$ cat src/rtl/stream_demux_pkg.sv
// Shared helpers for the 1xN stream demultiplexer: select-width and
// counter saturation computations.
package stream_demux_pkg;

    localparam int unsigned DEF_N     = 4;
    localparam int unsigned DEF_W     = 8;
    localparam int unsigned DEF_CNT_W = 8;

    // ceil(log2(n)), but never below 1 so a select port always exists
    function automatic int unsigned clog2_min1(input int unsigned n);
        int unsigned r;
        r = 0;
        while ((64'd1 << r) < 64'(n)) begin
            r++;
        end
        return (r < 1) ? 1 : r;
    endfunction

    // all-ones value for a counter of the given width
    function automatic logic [31:0] cnt_sat(input int unsigned w);
        return 32'((64'd1 << w) - 64'd1);
    endfunction

endpackage : stream_demux_pkg

$ cat src/rtl/demux_chan_slot.sv
// One-entry valid/ready register slice for a single demux output channel.
// A write and a drain in the same cycle reload the slot without a bubble.
module demux_chan_slot
    import stream_demux_pkg::*;
#(
    parameter int unsigned W = DEF_W
) (
    input  logic         clk,
    input  logic         rst_n,
    input  logic         wr_en,
    input  logic [W-1:0] wr_data,
    input  logic         rd_ready,
    output logic         valid,
    output logic [W-1:0] data,
    output logic         can_accept
);

    // Slot is free when empty or when its consumer takes the word this cycle
    assign can_accept = !valid || rd_ready;

    always_ff @(posedge clk or negedge rst_n) begin
        if (!rst_n) begin
            valid <= 1'b0;
            data  <= '0;
        end else if (wr_en) begin
            valid <= 1'b1;
            data  <= wr_data;
        end else if (rd_ready) begin
            valid <= 1'b0;
        end
    end

endmodule : demux_chan_slot

$ cat src/rtl/stream_demux_1xn.sv
// Routes a valid/ready stream to one of N registered output slots; transfers
// with an out-of-range select or to a masked channel are dropped and counted.
module stream_demux_1xn
    import stream_demux_pkg::*;
#(
    parameter int unsigned N     = DEF_N,
    parameter int unsigned W     = DEF_W,
    parameter int unsigned CNT_W = DEF_CNT_W,
    parameter int unsigned SEL_W = clog2_min1(N)
) (
    input  logic             clk,
    input  logic             rst_n,
    input  logic             in_valid,
    output logic             in_ready,
    input  logic [SEL_W-1:0] in_sel,
    input  logic [W-1:0]     in_data,
    input  logic [N-1:0]     en_mask,
    output logic [N-1:0]     out_valid,
    input  logic [N-1:0]     out_ready,
    output logic [N*W-1:0]   out_data,
    output logic [CNT_W-1:0] drop_cnt,
    output logic             err,
    input  logic             clr_err
);

    localparam logic [CNT_W-1:0] CNT_SAT = CNT_W'(cnt_sat(CNT_W));

    logic [N-1:0] slot_can_accept;
    logic [N-1:0] sel_hot_c;
    logic [N-1:0] wr_en_c;
    logic         legal_c;
    logic         chan_ready_c;
    logic         accept_c;
    logic         drop_c;

    // Select decode: codes without a matching channel leave legal_c low
    always_comb begin
        sel_hot_c    = '0;
        legal_c      = 1'b0;
        chan_ready_c = 1'b0;
        for (int i = 0; i < N; i++) begin
            if (in_sel == SEL_W'(i)) begin
                sel_hot_c[i] = 1'b1;
                legal_c      = en_mask[i];
                chan_ready_c = slot_can_accept[i];
            end
        end
    end

    // Drops are always accepted so a dead channel never blocks the producer
    assign in_ready = !legal_c || chan_ready_c;
    assign accept_c = in_valid && in_ready;
    assign drop_c   = accept_c && !legal_c;
    assign wr_en_c  = sel_hot_c & {N{accept_c && legal_c}};

    // Drop bookkeeping; a drop coinciding with clr_err restarts the count at 1
    always_ff @(posedge clk or negedge rst_n) begin
        if (!rst_n) begin
            drop_cnt <= '0;
            err      <= 1'b0;
        end else if (drop_c) begin
            err <= 1'b1;
            if (clr_err) begin
                drop_cnt <= CNT_W'(1);
            end else if (drop_cnt != CNT_SAT) begin
                drop_cnt <= drop_cnt + CNT_W'(1);
            end
        end else if (clr_err) begin
            drop_cnt <= '0;
            err      <= 1'b0;
        end
    end

    for (genvar g = 0; g < N; g++) begin : g_slot
        demux_chan_slot #(
            .W (W)
        ) u_slot (
            .clk        (clk),
            .rst_n      (rst_n),
            .wr_en      (wr_en_c[g]),
            .wr_data    (in_data),
            .rd_ready   (out_ready[g]),
            .valid      (out_valid[g]),
            .data       (out_data[g*W +: W]),
            .can_accept (slot_can_accept[g])
        );
    end

endmodule : stream_demux_1xn

$ cat config.mk
export PLATFORM = sky130hd
export DESIGN_NAME = stream_demux_1xn
export DESIGN_NICKNAME = d
export VERILOG_FILES = /design/src/rtl/stream_demux_pkg.sv /design/src/rtl/demux_chan_slot.sv /design/src/rtl/stream_demux_1xn.sv
export SDC_FILE = /design/constraint.sdc
export NUM_CORES = 1
export LEC_CHECK = 0
export ABC_CLOCK_PERIOD_IN_PS = 1900
export CAP_MARGIN = 20
export CORE_MARGIN = 3
export CORE_UTILIZATION = 45
export DETAILED_ROUTE_END_ITERATION = 8
export HOLD_SLACK_MARGIN = 0.02
export PLACE_DENSITY = 0.79
export SLEW_MARGIN = 20
export SYNTH_ARGS = -nofsm -noshare
export SYNTH_HDL_FRONTEND = slang
export SYNTH_SLANG_ARGS = --single-unit
$ cat constraint.sdc
create_clock -name clk -period 1.9 [get_ports clk]
set_input_delay 0.38 -clock clk [delete_from_list [all_inputs] [get_ports clk]]
set_output_delay 0.38 -clock clk [all_outputs]
set_load 0.005 [all_outputs]
Word-level counts from Yosys, hierarchy flattened
Cells that the tools add are included.

word-level totals
  register bits after elaboration = 45
  bits of input ports = 22
  output and inout port bits = 46
  logic and storage cells = 63

cells by class
  add/subtract/negate cells = 1
  equality and inequality tests = 4
  muxes and demuxes = 26
  bitwise logic cells = 1
  reductions and logical operators = 21

operators with widths
  operator             number
  $mux 8               4
  $mux 1               22
  $reduce_bool 2->1    6
  $add 8x1->8 const B  1
  $ne 8x8->1 const B   1
  $logic_not 1->1      5
  $logic_or 1x1->1     5
  $and 4x4->4          1
  $eq 2x2->1 const B   2
  $logic_and 1x1->1    3
  $eq 2x1->1 const B   1
  $logic_not 2->1      1
  $reduce_and 2->1     1

Longest topological paths before layout
Gate-level depths: netlist of the first run.

  word-level depth = 11
  mapped depth = 5
  mapped depth without buffers = 5

By module
From an unflattened synthesis of the first run, not the netlist that was laid out.

second synthesis, totals
  cell total of the unflattened synthesis = 145
  area, all modules = 2072.0 sq um

by module, submodules not included
  module            times used  cells an instance  area an instance (sq um)  sequential area each (sq um)
  demux_chan_slot   4           20                 369.1                     225.2
  stream_demux_1xn  1           65                 595.6                     225.2

Least setup slack after synthesis of the first run
No wires, ideal clock.

  kind = input to register
  start = in in_sel[1]
  end = reg drop_cnt[5]
  library setup time = 0.125 ns
  arrival = 1.641 ns
  required time = 1.775 ns
  setup slack = 0.135 ns
  stages = 4
  buffers on the path = 0
  cell sequence = mux4_2 nand2b_4 nor4_1 mux2_2

on the way
  longest elaborated chain between the ends = 11
  elaborated cells on any way between the ends = 19
  classes of those cells = 3 x eq/ne; 9 x mux; 7 x reduce/logical

ends and longest elaborated chain
  what                                line                                            RTL
  from (decl)                         stream_demux_1xn.sv:15                          input logic [SEL_W-1:0] in_sel,
  $logic_not 2->1                     stream_demux_1xn.sv:42                          if (in_sel == SEL_W'(i)) begin
  $mux 1 (4 in series)                stream_demux_1xn.sv:42
  $logic_not 1->1                     stream_demux_1xn.sv:51, stream_demux_1xn.sv:53
  $logic_or 1x1->1                    stream_demux_1xn.sv:51                          assign in_ready = !legal_c || chan_ready_c;
  $logic_and 1x1->1                   stream_demux_1xn.sv:52                          assign accept_c = in_valid && in_ready;
  $logic_and 1x1->1 (*)               stream_demux_1xn.sv:53                          assign drop_c = accept_c && !legal_c;
  $reduce_bool 2->1 (no source line)  n/a
  $reduce_and 2->1 (no source line)   n/a
  to (signal assigned)                stream_demux_1xn.sv:66                          drop_cnt <= drop_cnt + CNT_W'(1);
  to (decl)                           stream_demux_1xn.sv:21                          output logic [CNT_W-1:0] drop_cnt,

Mark *: on every way between the ends. The rest lies on a longest branch, timed or not.
A chain may end at the register's enable or synchronous reset.

Final worst setup path of the first run
  start = in out_ready[3]
  end = out in_ready

on the way
  longest elaborated chain between the ends = 3

ends and longest elaborated chain
  what              line                    RTL
  from (decl)       stream_demux_1xn.sv:19  input logic [N-1:0] out_ready,
  $logic_or 1x1->1  demux_chan_slot.sv:19   assign can_accept = !valid || rd_ready;
  $mux 1            stream_demux_1xn.sv:42
  $logic_or 1x1->1  stream_demux_1xn.sv:51
  to (decl)         stream_demux_1xn.sv:14  output logic in_ready,

No other way between the ends.

==> metrics.cfg, run 1 <==
[status]
status = completed

[placed_design]
numPortBuffers = 67
gp_congestion = 0.7693
post-place-cells = 271
place_hpwl_um = 3620
place_ws_ps = -649.6
place_area_sq_um = 2750

[timing]
setup_slack_ps = 44.59
clock.fmax_mhz = 539.0
hold_viol = 0
finalCriticalPeriod_ps = 1855
rsz0062_at_grt = no
post-route-period-util_pct = 97.65
tightestPinTransition_ps = 395.4
finalSetupViolCount = 0
relSlewSlack_pct = 73.56
skew_ps = 6.003
drv_slew = 0

[synthesis]
yosysWarnings = 0
postSynthAreaPerCell_sq_um = 13.13
synth.area.top_cells = dfrtp_1 58%, mux2_2 20%, inv_1 1.9%, mux2i_1 1.5%, buf_4 1.5%
synth_ff_type = dfrtp_1
async_flop_share_pct = 100.0
synth.distinct_cells = 34
synthCells = 149
syn_nets = 172
syn_area_sq_um = 1957
ys_seq_elements = 45
post-synth-top-area-cell = dfrtp_1
synth_edf_count = 0
synth.top_cell.area_share_pct = 57.54
ys_seq_area_share_pct = 57.54

[final_layout]
drive_above_1_share_pct = 29.13
final_cells = 280
layout.nets = 252
multi_input_area_sq_um = 793.3
fin_util_pct = 71.59
final_cell_mix = 57 x clkdlybuf4s50_1, 45 x dfrtp_1, 34 x mux2_2
num-fill-cells = 276
final_area_sq_um = 2925
syn2layout_area_growth_pct = 49.49
diodes = 0
layout_commonest_cell = clkdlybuf4s50_1
regArea_sq_um = 1126

[setup_path]
worstPathArrival_ps = 1480
crit_path_end_kind = output port
worstSetupPathType = primary input to output port
required_ps = 1520
cp_max_fo = 3
worstSetupStartpointType = primary input

[route]
drcViolationCount = 0
wire_per_inst_um = 17.57
drt_first_pass_iters = 4
viasPerCell = 5.421
postRouteAntennaNets = 0
drt_iter0_drc = 84
num_vias = 1518
wl_um = 4919

[die]
die_w_um = 71.95
rows = 23
pin_count = 68
die_y_um = 71.95
start_util_pct = 47.89
core_sq_um = 4086
dieArea_sq_um = 5176

[clock_network]
cts_tree = built
clk_pin_slew_worst_paths_ps = 70
cts_buffers = 5
root_buffer = clkbuf_8
cts_max_path_buffers = 2
htree_levels = 2
clk_latency_ps = 290
clkSinkCount = 45

[pwr]
powerDensity_nw_per_um2 = 941.2
p_leak_uw = 0.001261
max-vdd-ir-drop_mv = 0.7095

[global_routing]
grt_pass1_vias = 1609
grt_pass1_wl_um = 8266
grt_max_degree = 24
antenna_found_initial = 0
overflow = 0
grt_usage_pct = 20.71

[worst_hold_path]
hold_path.class = primary input to register

[flow_run]
drv_cap = 0

## through the flow
stage	total power [uW]	hold slack [ps]	TNS, ps
finish	2753	339.0	0
floorplan	1498	84.41	0
global route	2912	316.2	0
global placement	2007	199.1	-13290
CTS	2790	415.3	0
detailed placement	2042	200.7	-15740
## state kept, by name, summed over array words and instances, names as in the netlist
register             cells
g_slot.u_slot.data      32
drop_cnt                 8
err                      1
g_slot.u_slot.valid      4
## power by group
part	switching (uW)	total, uW	internal (uW)
Clock	301	729	429
Sequential	107	1260	1150
Combinational	241	768	527
## synthesized netlist by cell type (2+ instances only)
cell     number
nor2b_1       3
nor4_1        2
nor2_1        5
mux2i_1       3
mux2_2       34
buf_4         4
or4_1         2
inv_1        10
o21ai_0       3
nor3b_1       2
dfrtp_1      45
o31ai_1       3
a21oi_1       3
nand3_1       3
nand2_1       7
nand4_1       2
## worst max-delay path, stage by stage
cell	delay (ps)
clkdlybuf4s50_1	470
nand3b_1	120
o311ai_2	90
buf_4	160
nand3_2	50
clkdlybuf4s15_2	200
## kinds of logic after synthesis
logic type               Yosys count  synth area share, %
AO/OA/AOI/OAI                     17                6.011
flip-flops                        45                57.54
AND/OR/NAND/NOR                   31                9.079
adder cells (fa/ha/maj)            1               0.6393
multiplexers                      38                22.25
buffers and inverters             17                4.475
## timing repair
action                                  CTS  global route
endpoints found under the hold margin     3             0
endpoints found under the setup margin   25             4
resized for setup                        19             7
hold buffers                              1             0
pin swaps                                 0             2
setup buffers                             0             0
## path summary, 6_finish.rpt
| check | startpoint | endpoint | slack (ps) | depth (start not counted) |
|---|---|---|---|---|
| worst min register to register | g_slot[3].u_slot.data[6]$_DFFE_PN0P_ | g_slot[3].u_slot.data[6]$_DFFE_PN0P_ | 510 | 1 |
| worst max register to register | drop_cnt[0]$_DFFE_PN0P_ | drop_cnt[7]$_DFFE_PN0P_ | 200 | 5 |
| max in group asynchronous | rst_n | g_slot[0].u_slot.valid$_DFFE_PN0P_ | 980 | 3 |
| worst min-delay path | out_ready[0] | g_slot[0].u_slot.valid$_DFFE_PN0P_ | 340 | 2 |
| min in group asynchronous | rst_n | drop_cnt[2]$_DFFE_PN0P_ | 420 | 2 |
| worst max-delay path | out_ready[3] | in_ready | 40 | 6 |
## cell type report
type | count | area share (%)
Clock buffer | 7 | 2.951
Clock inverter | 1 | 1.027
Inverter | 10 | 1.283
Multi-Input combinational cell | 87 | 27.12
Sequential cell | 45 | 38.49
Tap cell | 50 | 2.139
Timing Repair Buffer | 80 | 26.99
## metal layers
metal / vias up / wire length, um / global-route usage, %
li1: 688 / - / -
met1: 747 / 2012 / 27.26
met2: 76 / 2420 / 33.06
met3: 7 / 433 / 7.479
met4: 0 / 52 / 4.802
met5: - / 0 / 0
(Power assumes the default switching activity.)
==> run 2: changes to the inputs <==
--- a/config.mk
+++ b/config.mk
@@ -9,6 +9,8 @@
 export CAP_MARGIN = 20
 export CORE_MARGIN = 3
 export CORE_UTILIZATION = 45
+export CTS_CLUSTER_DIAMETER = 80
+export CTS_CLUSTER_SIZE = 24
 export DETAILED_ROUTE_END_ITERATION = 8
 export HOLD_SLACK_MARGIN = 0.02
 export PLACE_DENSITY = 0.79
==> results of run 2 <==
No change in the layout: final DEF, timing and power equal those of run 1.
